--- src/rtl/fwd_pkg.sv ---
// ---------------------------------------------------------------------------
// fwd_pkg
// Shared definitions for the WISC forwarding / hazard controller.
//   - writeback-source codes (idWbSel / tag wbSel field)
//   - bit positions inside the 5-bit forwarding control word
//   - named control-word constants and a helper that builds a forward word
// ---------------------------------------------------------------------------
package fwd_pkg;

   // Writeback source of an instruction
   localparam logic [1:0] WB_ADDPC = 2'b00;
   localparam logic [1:0] WB_MEM   = 2'b01;
   localparam logic [1:0] WB_ALU   = 2'b10;
   localparam logic [1:0] WB_IMM8  = 2'b11;

   // Control word bit positions; bits 1:0 carry the data source (WB_* code)
   localparam int FW_ST  = 4;   // forwarded value is store data (operand B only)
   localparam int FW_EN  = 3;   // forward enable
   localparam int FW_MEM = 2;   // 0: EX->EX, 1: MEM->EX

   // Frequently used control words
   localparam logic [4:0] FW_NONE      = 5'b00000;
   localparam logic [4:0] FW_EX_ALU    = 5'b01010;
   localparam logic [4:0] FW_EX_IMM8   = 5'b01011;
   localparam logic [4:0] FW_MEM_MEM   = 5'b01101;
   localparam logic [4:0] FW_ST_EX_ALU = 5'b11010;

   // Build an enabled forward word from the producing stage and its wb source
   function automatic logic [4:0] fw_word(input logic from_mem, input logic [1:0] wb_sel);
      logic [4:0] w;
      w         = FW_NONE;
      w[FW_EN]  = 1'b1;
      w[FW_MEM] = from_mem;
      w[1:0]    = wb_sel;
      return w;
   endfunction

endpackage

--- src/rtl/fwd_hazard_ctrl_if.sv ---
// ---------------------------------------------------------------------------
// fwd_hazard_ctrl_if
// Decode-side bundle between the pipeline and the forwarding controller.
//   master : pipeline side, drives the decode info / memStall / flush and
//            consumes the forwarding words and stall/bubble
//   slave  : the controller
// ---------------------------------------------------------------------------
interface fwd_hazard_ctrl_if #(
   parameter int NREG_W = 3
);
   logic              memStall;
   logic              flush;
   logic [NREG_W-1:0] idRsA;
   logic              idRsAVld;
   logic [NREG_W-1:0] idRsB;
   logic              idRsBVld;
   logic              idIsStore;
   logic [NREG_W-1:0] idRd;
   logic              idRegWr;
   logic [1:0]        idWbSel;
   logic [4:0]        fwCntrlA;
   logic [4:0]        fwCntrlB;
   logic              stall;
   logic              bubble;

   modport master (
      output memStall, flush, idRsA, idRsAVld, idRsB, idRsBVld,
             idIsStore, idRd, idRegWr, idWbSel,
      input  fwCntrlA, fwCntrlB, stall, bubble
   );

   modport slave (
      input  memStall, flush, idRsA, idRsAVld, idRsB, idRsBVld,
             idIsStore, idRd, idRegWr, idWbSel,
      output fwCntrlA, fwCntrlB, stall, bubble
   );
endinterface

--- src/rtl/fwd_sel.sv ---
// ---------------------------------------------------------------------------
// fwd_sel
// Combinational forwarding selector for one decode-stage source operand.
//   rs_i/rs_vld_i   : source register and its read-enable
//   is_store_i      : operand is store data (sets the store bit on a forward)
//   ex_* / mem_*    : destination tags of the instructions in EX and MEM
//   fw_o            : forwarding control word for this operand
//   hazard_o        : load-use hazard (EX holds a load writing this register)
// ---------------------------------------------------------------------------
module fwd_sel
   import fwd_pkg::*;
#(
   parameter int NREG_W = 3
) (
   input  logic [NREG_W-1:0] rs_i,
   input  logic              rs_vld_i,
   input  logic              is_store_i,
   input  logic              ex_vld_i,
   input  logic [NREG_W-1:0] ex_rd_i,
   input  logic [1:0]        ex_wb_i,
   input  logic              mem_vld_i,
   input  logic [NREG_W-1:0] mem_rd_i,
   input  logic [1:0]        mem_wb_i,
   output logic [4:0]        fw_o,
   output logic              hazard_o
);

   logic ex_hit;
   logic mem_hit;

   assign ex_hit  = rs_vld_i && ex_vld_i  && (ex_rd_i  == rs_i);
   assign mem_hit = rs_vld_i && mem_vld_i && (mem_rd_i == rs_i);

   always_comb begin
      fw_o     = FW_NONE;
      hazard_o = 1'b0;
      // EX is the youngest writer, so it shadows a MEM match even when the
      // EX instruction is a load that cannot forward yet.
      if (ex_hit) begin
         if (ex_wb_i == WB_MEM) begin
            hazard_o = 1'b1;
         end else begin
            fw_o = fw_word(1'b0, ex_wb_i);
         end
      end else if (mem_hit) begin
         fw_o = fw_word(1'b1, mem_wb_i);
      end
      if (is_store_i && fw_o[FW_EN]) begin
         fw_o[FW_ST] = 1'b1;
      end
   end

endmodule

--- src/rtl/fwd_hazard_ctrl.sv ---
// ---------------------------------------------------------------------------
// fwd_hazard_ctrl
// Forwarding and load-use hazard controller for the 5-stage WISC pipeline.
// Tracks destination tags of the EX and MEM instructions, compares them with
// the decode-stage sources and registers the forwarding words consumed in EX.
//   clk  : system clock, rising edge
//   rst  : asynchronous active-low reset
//   bus  : decode info, memStall, flush in; fwCntrlA/B (registered),
//          stall and bubble (combinational) out
// ---------------------------------------------------------------------------
module fwd_hazard_ctrl
   import fwd_pkg::*;
#(
   parameter int NREG_W = 3
) (
   input logic              clk,
   input logic              rst,
   fwd_hazard_ctrl_if.slave bus
);

   // Shadow tags for the instructions in EX and MEM
   logic              ex_vld_q,  ex_vld_d;
   logic [NREG_W-1:0] ex_rd_q,   ex_rd_d;
   logic [1:0]        ex_wb_q,   ex_wb_d;
   logic              mem_vld_q, mem_vld_d;
   logic [NREG_W-1:0] mem_rd_q,  mem_rd_d;
   logic [1:0]        mem_wb_q,  mem_wb_d;
   logic [4:0]        fw_a_q,    fw_a_d;
   logic [4:0]        fw_b_q,    fw_b_d;

   logic [4:0] fw_a_sel;
   logic [4:0] fw_b_sel;
   logic       haz_a;
   logic       haz_b;
   logic       stall;
   logic       bubble;

   fwd_sel #(.NREG_W(NREG_W)) u_sel_a (
      .rs_i      (bus.idRsA),
      .rs_vld_i  (bus.idRsAVld),
      .is_store_i(1'b0),
      .ex_vld_i  (ex_vld_q),
      .ex_rd_i   (ex_rd_q),
      .ex_wb_i   (ex_wb_q),
      .mem_vld_i (mem_vld_q),
      .mem_rd_i  (mem_rd_q),
      .mem_wb_i  (mem_wb_q),
      .fw_o      (fw_a_sel),
      .hazard_o  (haz_a)
   );

   fwd_sel #(.NREG_W(NREG_W)) u_sel_b (
      .rs_i      (bus.idRsB),
      .rs_vld_i  (bus.idRsBVld),
      .is_store_i(bus.idIsStore),
      .ex_vld_i  (ex_vld_q),
      .ex_rd_i   (ex_rd_q),
      .ex_wb_i   (ex_wb_q),
      .mem_vld_i (mem_vld_q),
      .mem_rd_i  (mem_rd_q),
      .mem_wb_i  (mem_wb_q),
      .fw_o      (fw_b_sel),
      .hazard_o  (haz_b)
   );

   // A flush kills the stalled instruction anyway, so fetch must be free to
   // redirect. Both controls are held low while the block is in reset.
   assign stall  = (haz_a || haz_b) && !bus.flush;
   assign bubble = (stall || bus.flush) && rst;

   assign bus.stall    = stall;
   assign bus.bubble   = bubble;
   assign bus.fwCntrlA = fw_a_q;
   assign bus.fwCntrlB = fw_b_q;

   always_comb begin
      ex_vld_d  = ex_vld_q;
      ex_rd_d   = ex_rd_q;
      ex_wb_d   = ex_wb_q;
      mem_vld_d = mem_vld_q;
      mem_rd_d  = mem_rd_q;
      mem_wb_d  = mem_wb_q;
      fw_a_d    = fw_a_q;
      fw_b_d    = fw_b_q;
      // memStall freezes everything, including a pending flush
      if (!bus.memStall) begin
         mem_vld_d = ex_vld_q;
         mem_rd_d  = ex_rd_q;
         mem_wb_d  = ex_wb_q;
         if (bubble) begin
            ex_vld_d = 1'b0;
            fw_a_d   = FW_NONE;
            fw_b_d   = FW_NONE;
         end else begin
            ex_vld_d = bus.idRegWr;
            ex_rd_d  = bus.idRd;
            ex_wb_d  = bus.idWbSel;
            fw_a_d   = fw_a_sel;
            fw_b_d   = fw_b_sel;
         end
      end
   end

   always_ff @(posedge clk or negedge rst) begin
      if (!rst) begin
         ex_vld_q  <= 1'b0;
         ex_rd_q   <= '0;
         ex_wb_q   <= WB_ADDPC;
         mem_vld_q <= 1'b0;
         mem_rd_q  <= '0;
         mem_wb_q  <= WB_ADDPC;
         fw_a_q    <= FW_NONE;
         fw_b_q    <= FW_NONE;
      end else begin
         ex_vld_q  <= ex_vld_d;
         ex_rd_q   <= ex_rd_d;
         ex_wb_q   <= ex_wb_d;
         mem_vld_q <= mem_vld_d;
         mem_rd_q  <= mem_rd_d;
         mem_wb_q  <= mem_wb_d;
         fw_a_q    <= fw_a_d;
         fw_b_q    <= fw_b_d;
      end
   end

endmodule

--- src/flat_wrapper.sv ---
// flat-port wrapper written by rule: the top's interface ports become plain ports
module fwd_hazard_ctrl_flat import fwd_pkg::*;
#(
   parameter int NREG_W = 3
)
  (clk, rst, bus_memStall, bus_flush, bus_idRsA, bus_idRsAVld, bus_idRsB, bus_idRsBVld, bus_idIsStore, bus_idRd, bus_idRegWr, bus_idWbSel, bus_fwCntrlA, bus_fwCntrlB, bus_stall, bus_bubble);
  fwd_hazard_ctrl_if #(.NREG_W(NREG_W)) bus_i ();
  input logic clk;
  input logic rst;
  input wire logic [$bits(bus_i.memStall)-1:0] bus_memStall;
  input wire logic [$bits(bus_i.flush)-1:0] bus_flush;
  input wire logic [$bits(bus_i.idRsA)-1:0] bus_idRsA;
  input wire logic [$bits(bus_i.idRsAVld)-1:0] bus_idRsAVld;
  input wire logic [$bits(bus_i.idRsB)-1:0] bus_idRsB;
  input wire logic [$bits(bus_i.idRsBVld)-1:0] bus_idRsBVld;
  input wire logic [$bits(bus_i.idIsStore)-1:0] bus_idIsStore;
  input wire logic [$bits(bus_i.idRd)-1:0] bus_idRd;
  input wire logic [$bits(bus_i.idRegWr)-1:0] bus_idRegWr;
  input wire logic [$bits(bus_i.idWbSel)-1:0] bus_idWbSel;
  output wire logic [$bits(bus_i.fwCntrlA)-1:0] bus_fwCntrlA;
  output wire logic [$bits(bus_i.fwCntrlB)-1:0] bus_fwCntrlB;
  output wire logic [$bits(bus_i.stall)-1:0] bus_stall;
  output wire logic [$bits(bus_i.bubble)-1:0] bus_bubble;
  assign bus_i.memStall = bus_memStall;
  assign bus_i.flush = bus_flush;
  assign bus_i.idRsA = bus_idRsA;
  assign bus_i.idRsAVld = bus_idRsAVld;
  assign bus_i.idRsB = bus_idRsB;
  assign bus_i.idRsBVld = bus_idRsBVld;
  assign bus_i.idIsStore = bus_idIsStore;
  assign bus_i.idRd = bus_idRd;
  assign bus_i.idRegWr = bus_idRegWr;
  assign bus_i.idWbSel = bus_idWbSel;
  assign bus_fwCntrlA = bus_i.fwCntrlA;
  assign bus_fwCntrlB = bus_i.fwCntrlB;
  assign bus_stall = bus_i.stall;
  assign bus_bubble = bus_i.bubble;
  fwd_hazard_ctrl #(.NREG_W(NREG_W)) u_core (.clk(clk), .rst(rst), .bus(bus_i));
endmodule
--- config.mk ---
export PLATFORM = sky130hd
export DESIGN_NAME = fwd_hazard_ctrl_flat
export DESIGN_NICKNAME = d
export VERILOG_FILES = /design/src/rtl/fwd_pkg.sv /design/src/rtl/fwd_hazard_ctrl_if.sv /design/src/rtl/fwd_sel.sv /design/src/rtl/fwd_hazard_ctrl.sv /design/src/flat_wrapper.sv
export SDC_FILE = /design/constraint.sdc
export NUM_CORES = 1
export LEC_CHECK = 0
export CELL_PAD_IN_SITES_DETAIL_PLACEMENT = 1
export CELL_PAD_IN_SITES_GLOBAL_PLACEMENT = 1
export CORE_ASPECT_RATIO = 1.25
export CORE_MARGIN = 5
export CORE_UTILIZATION = 39
export DETAILED_ROUTE_END_ITERATION = 7
export GPL_ROUTABILITY_DRIVEN = 0
export HOLD_SLACK_MARGIN = 0.03
export PLACE_DENSITY = 0.83
export SYNTH_ARGS = -nofsm -noshare
export SYNTH_HDL_FRONTEND = slang
export SYNTH_SLANG_ARGS = --single-unit
--- constraint.sdc ---
create_clock -name clk -period 2.9 [get_ports clk]
set_input_delay 0.58 -clock clk [delete_from_list [all_inputs] [get_ports clk]]
set_output_delay 0.58 -clock clk [all_outputs]
set_load 0.01 [all_outputs]
* Word-level counts from Yosys, hierarchy flattened
Index checks and enable logic that the tools add are counted.
** Cells by class
- Equal/unequal tests :: 5
- Reductions and logical operators :: 15
- Bitwise logic cells :: 2
- Mux-type cells :: 12
** Operators by type and width (count)
- $mux W5 :: 4
- $eq A3 B3 Y1 :: 4
- $mux W4 :: 3
- $logic_and A1 B1 Y1 :: 11
- $mux W1 :: 5
- $eq A2 B1 Y1 const B :: 1
- $logic_or A1 B1 Y1 :: 2
- $not A1 Y1 :: 2
- $reduce_and A2 Y1 :: 1
- $logic_not A1 Y1 :: 1
** Storage, ports and cells
- Output and inout port bits :: 12
- Flip-flop bits (word level) :: 22
- Word-level logic and storage cells :: 42

* Depth between registers and ports, before layout
Gate-level depths: netlist of run 1.
- Word-level depth :: 9
- Gate-level depth with buffers :: 5
- Depth with buffers taken out :: 5

* Cells and area by module
Synthesis of run 1 repeated with hierarchy kept, for this count alone.
** Unflattened totals
- Cell total of the unflattened synthesis :: 126
- Area total of the unflattened synthesis :: 1243.7 um^2
** By module, submodules not included
- fwd_hazard_ctrl :: area an instance 890.9 um^2, cells an instance 76, instances 1, sequential area each 550.5 um^2
- fwd_sel :: area an instance 176.4 um^2, cells an instance 25, instances 2, sequential area each 0.0 um^2

* Worst setup path after synthesis of run 1
OpenSTA, ideal clock, no wires.
- Path kind :: input-to-output
- Start :: in bus_idRsB[2]
- End :: out bus_stall
- Slack :: 0.668 ns
- Data required time :: 2.320 ns
- Stages on the path :: 4
- Arrival :: 1.652 ns
- Cells stage by stage :: xor2_1 > nor4_4 > nor2_1 > nor3_1
** On the way
- Longest elaborated chain between the ends :: 5
** Ends and longest elaborated chain
- start: declaration :: RTL line flat_wrapper.sv:14 : input wire logic [$bits(bus_i.idRsB)-1:0] bus_idRsB;
- $eq A3 B3 Y1 :: RTL line fwd_sel.sv:31 : assign ex_hit = rs_vld_i && ex_vld_i && (ex_rd_i == rs_i);
- $logic_and A1 B1 Y1 :: RTL line fwd_sel.sv:31
- $mux W1 :: RTL line fwd_sel.sv:39 : if (ex_hit) begin
- $logic_or A1 B1 Y1 :: RTL line fwd_hazard_ctrl.sv:68 : assign stall = (haz_a || haz_b) && !bus.flush;
- $logic_and A1 B1 Y1 :: RTL line fwd_hazard_ctrl.sv:68
- end: declaration :: RTL line flat_wrapper.sv:22 : output wire logic [$bits(bus_i.stall)-1:0] bus_stall;
No other way between the ends.

* Worst setup path after layout of run 1
- Start :: in bus_idRsA[1]
- End :: out bus_stall
** On the way
- Longest elaborated chain between the ends :: 5
** Ends and longest elaborated chain
- start: declaration :: RTL line flat_wrapper.sv:12 : input wire logic [$bits(bus_i.idRsA)-1:0] bus_idRsA;
- $eq A3 B3 Y1 :: RTL line fwd_sel.sv:31
- $logic_and A1 B1 Y1 :: RTL line fwd_sel.sv:31
- $mux W1 :: RTL line fwd_sel.sv:39
- $logic_or A1 B1 Y1 :: RTL line fwd_hazard_ctrl.sv:68
- $logic_and A1 B1 Y1 :: RTL line fwd_hazard_ctrl.sv:68
No other way between the ends.

==> flow_summary.ini, run 1 <==
[outcome]
result_of_the_run = complete, no violations

[cells_and_area]
design.final.nets = 170
fraction_of_layout_cells_with_a_size_suffix_above_1_pct = 25.3
finish.instance_area_sq_um = 1610
area.growth.synth_to_final_pct = 42.3
share_of_the_core_filled_with_cells_in_the_final_layout_pct = 58.9
antennaDiodeCount = 0
fillerInstances = 305

[detailed_routing]
remaining_drc_errors = 0
drt_iter0_drc = 20
drt_pass1_iterations = 5
wirelength_microns = 3310
via_per_inst = 5.27
routed_wire_length_per_instance_microns = 18.0
via_count = 969
antenna_violating_nets_post_route = 0

[place]
detailed_place_hpwl_microns = 2670
place.port_buffers = 29
place_ws_ns = -0.119
placement.cell_area_sq_um = 1560

[floorplanning]
dieWidth_microns = 58.2
fp-row-count = 21
die_area_sq_um = 4080
dieHeight_microns = 70.2
ios = 31
fp.coreArea_sq_um = 2730
initial_utilization_pct = 41.4

[setup_path]
worstSetupEndpointType = primary output
path_max_fanout = 2
criticalPathCategory = input port to primary output
worst-endpoint-arrival_ns = 2.24
worstSetupStartpointType = input port
cp.required_ns = 2.32

[timing]
report.final.slew_viol_count = 0
finalClockSkew_ns = 0.00205
worst_pin_slew_ns = 0.507
final.setup.tns_ns = 0
worst_slew_margin_rel_pct = 66.2
layout_min_cycle_time_ns = 2.82
post-route-period-util_pct = 97.1
final-hold-violation-count = 0
grt_setup_unrepaired = false
report.final.setup_viol = 0
post-route-worst-setup-slack_ns = 0.0840
max_clock_freq_ghz = 0.355

[synthesis]
synthDistinctLibCells = 25
synth-seq-cells = 21
post_synth_edffs = 0
synth.avg_cell_area_sq_um = 11.0
syn_area_sq_um = 1130
mappedNetlistNets = 122
count_of_mapped_cells_out_of_synthesis = 103
synth_warnings = 0
flip_flop_cell_with_the_highest_count_after_synthesis = dfrtp_1
seq_area_frac_synth_pct = 46.5
fraction_of_synthesis_flops_using_an_asynchronous_set_or_reset_pin_pct = 100

[cts]
postCtsHoldBufs = 0
number_of_h_tree_levels = 1
cts_tree = yes
clkLatencyLatePin_ns = 0.30
numCtsBuffers = 3
cts_buffer_depth = 2
tritoncts_num_sinks = 21
path_clk_slew_ns = 0.12
cts-root-buf = clkbuf_4

[pwr]
power.share.sequential_pct = 52.1
worst_ir_drop_vdd_uv = 276
combinationalPowerShare_pct = 26.8
totalPowerFinal_uw = 683
internal_power_uw = 467
net-switching-power_uw = 216
p_clk_share_pct = 21.1
total_leakage_power_nw = 0.690
powerDensity_nw_per_um2 = 424
sw_frac_of_total_pct = 31.6

[global_routing]
pin_count_of_the_biggest_net_entering_global_routing = 24
number_of_antenna_violations_at_the_first_check_in_global_routing = 0
grt_pass1_wl_microns = 5440
grt_use_total_pct = 17.5
global_route.overflow_total = 0
via_count_of_the_first_global_routing_pass = 1134

[job]
max_cap_violations = 0

[worst_hold_path]
holdCritPathClass = flop to flop
## metrics by stage
step | cells | hold slack, ns
after floorplan | 103 | 0.284
after global placement | 177 | 0.464
after detailed placement | 177 | 0.482
after CTS | 184 | 0.509
after global routing | 184 | 0.532
final | 184 | 0.502
## timing repair
action / CTS / global route
setup endpoints to repair: 2 / 1
pin swaps: 1 / 0
buffers inserted: 3 / 0
resized for setup: 2 / 1
## cells in the mapped netlist, types with 2 or more instances
library cell / count / share of area [%]
nand3_1: 5 / 2.2
nor4_4: 4 / 7.5
xnor2_1: 3 / 2.3
dfrtp_1: 21 / 46
a32oi_1: 2 / 1.5
a22oi_1: 2 / 1.3
o21ai_0: 9 / 4.0
mux2_4: 3 / 4.0
clkbuf_1: 3 / 1.0
a21oi_1: 2 / 0.88
nand2_1: 21 / 7.0
mux2_2: 5 / 5.0
inv_1: 2 / 0.66
xor2_1: 9 / 7.0
o31ai_1: 2 / 1.3
## sequential cells by signal, summed over array words and instances, names as in the netlist
signal,cells
u_core.mem_vld_q,1
u_core.ex_rd_q,3
u_core.ex_vld_q,1
u_core.bus.fwCntrlA,4
u_core.mem_wb_q,2
u_core.mem_rd_q,3
u_core.bus.fwCntrlB,5
u_core.ex_wb_q,2
## layout by cell type, fill, tap and decap left out, types with 2 or more instances in the layout
cell type / instances
xor2_1: 9
buf_4: 18
nand3_1: 5
a32oi_1: 2
o31ai_1: 2
a21oi_1: 2
a22oi_1: 2
dlygate4sd2_1: 2
nand2_1: 21
o21ai_0: 9
mux2_4: 3
clkdlybuf4s50_1: 27
dfrtp_1: 21
xnor2_1: 3
inv_1: 2
mux2_2: 5
nor4_4: 4
clkbuf_4: 3
## per-layer routing
| layer | vias up | share of wire, % | track usage [%] |
|---|---|---|---|
| met1 | 474 | 37 | 19.4 |
| met3 | 12 | 3.9 | 2.76 |
| met4 | 0 | 3.7 | 9.79 |
| met2 | 31 | 55 | 30.8 |
| met5 | - | 0 | 0 |
| li1 | 452 | - | - |
## cell type report
cell class | count | area (sq um) | area share, %
clock buffers | 4 | 26.3 | 1.63
inverters | 2 | 7.51 | 0.467
multi-input cells | 76 | 584 | 36.3
flip-flops and latches | 21 | 526 | 32.7
well taps | 34 | 42.5 | 2.64
repair buffers | 47 | 423 | 26.3
## logic make-up (layout without fill, tap and decap cells)
kind of cell	count (synthesis)	after routing	share of synthesized area (%)
other	1	1	0.332
AO/OA/AOI/OAI	20	20	12.7
buffers and inverters	6	53	2.32
multiplexers	9	9	9.84
AND/OR/NAND/NOR	34	34	19.0
XOR/XNOR	12	12	9.29
flip-flops	21	21	46.5
## power by group through the flow
| stage | Clock (mW) | Sequential (mW) | Combinational [mW] |
|---|---|---|---|
| 2_1_floorplan | 0 | 0.353 | 0.102 |
| 3_3_place_gp | 0 | 0.356 | 0.170 |
| 3_5_place_dp | 0 | 0.361 | 0.182 |
| 4_1_cts | 0.148 | 0.355 | 0.184 |
| 5_1_grt | 0.162 | 0.360 | 0.196 |
| 6_report | 0.144 | 0.356 | 0.183 |
## worst max-delay path, cell delays in order
cell	delay [ns]
clkdlybuf4s50_1	0.45
xor2_1	0.19
nor4_4	0.34
buf_4	0.16
nor2_1	0.04
nor3_2	0.19
dlygate4sd2_1	0.29
## worst paths after layout
| kind | from | end | slack [ns] | depth (start not counted) |
|---|---|---|---|---|
| max in group asynchronous | rst | u_core.bus.fwCntrlB[2] | 2.04 | 2 |
| hold reg to reg | u_core.bus.fwCntrlA[2] | u_core.bus.fwCntrlA[2] | 0.50 | 2 |
| min in group asynchronous | rst | u_core.ex_wb_q[1] | 0.64 | 2 |
| setup / recovery | bus_idRsA[1] | bus_stall | 0.08 | 7 |
| setup reg to reg | u_core.ex_rd_q[0] | u_core.bus.fwCntrlB[4] | 0.71 | 8 |
| hold / removal | u_core.bus.fwCntrlA[2] | u_core.bus.fwCntrlA[2] | 0.50 | 2 |
No activity file was read; power rests on OpenSTA's default activity.
==> run 2, diff against run 1 <==
SLEW_MARGIN = 20   (was not set)
==> results of run 2 <==
The final DEF is identical to that of run 1; final timing and power are the same.
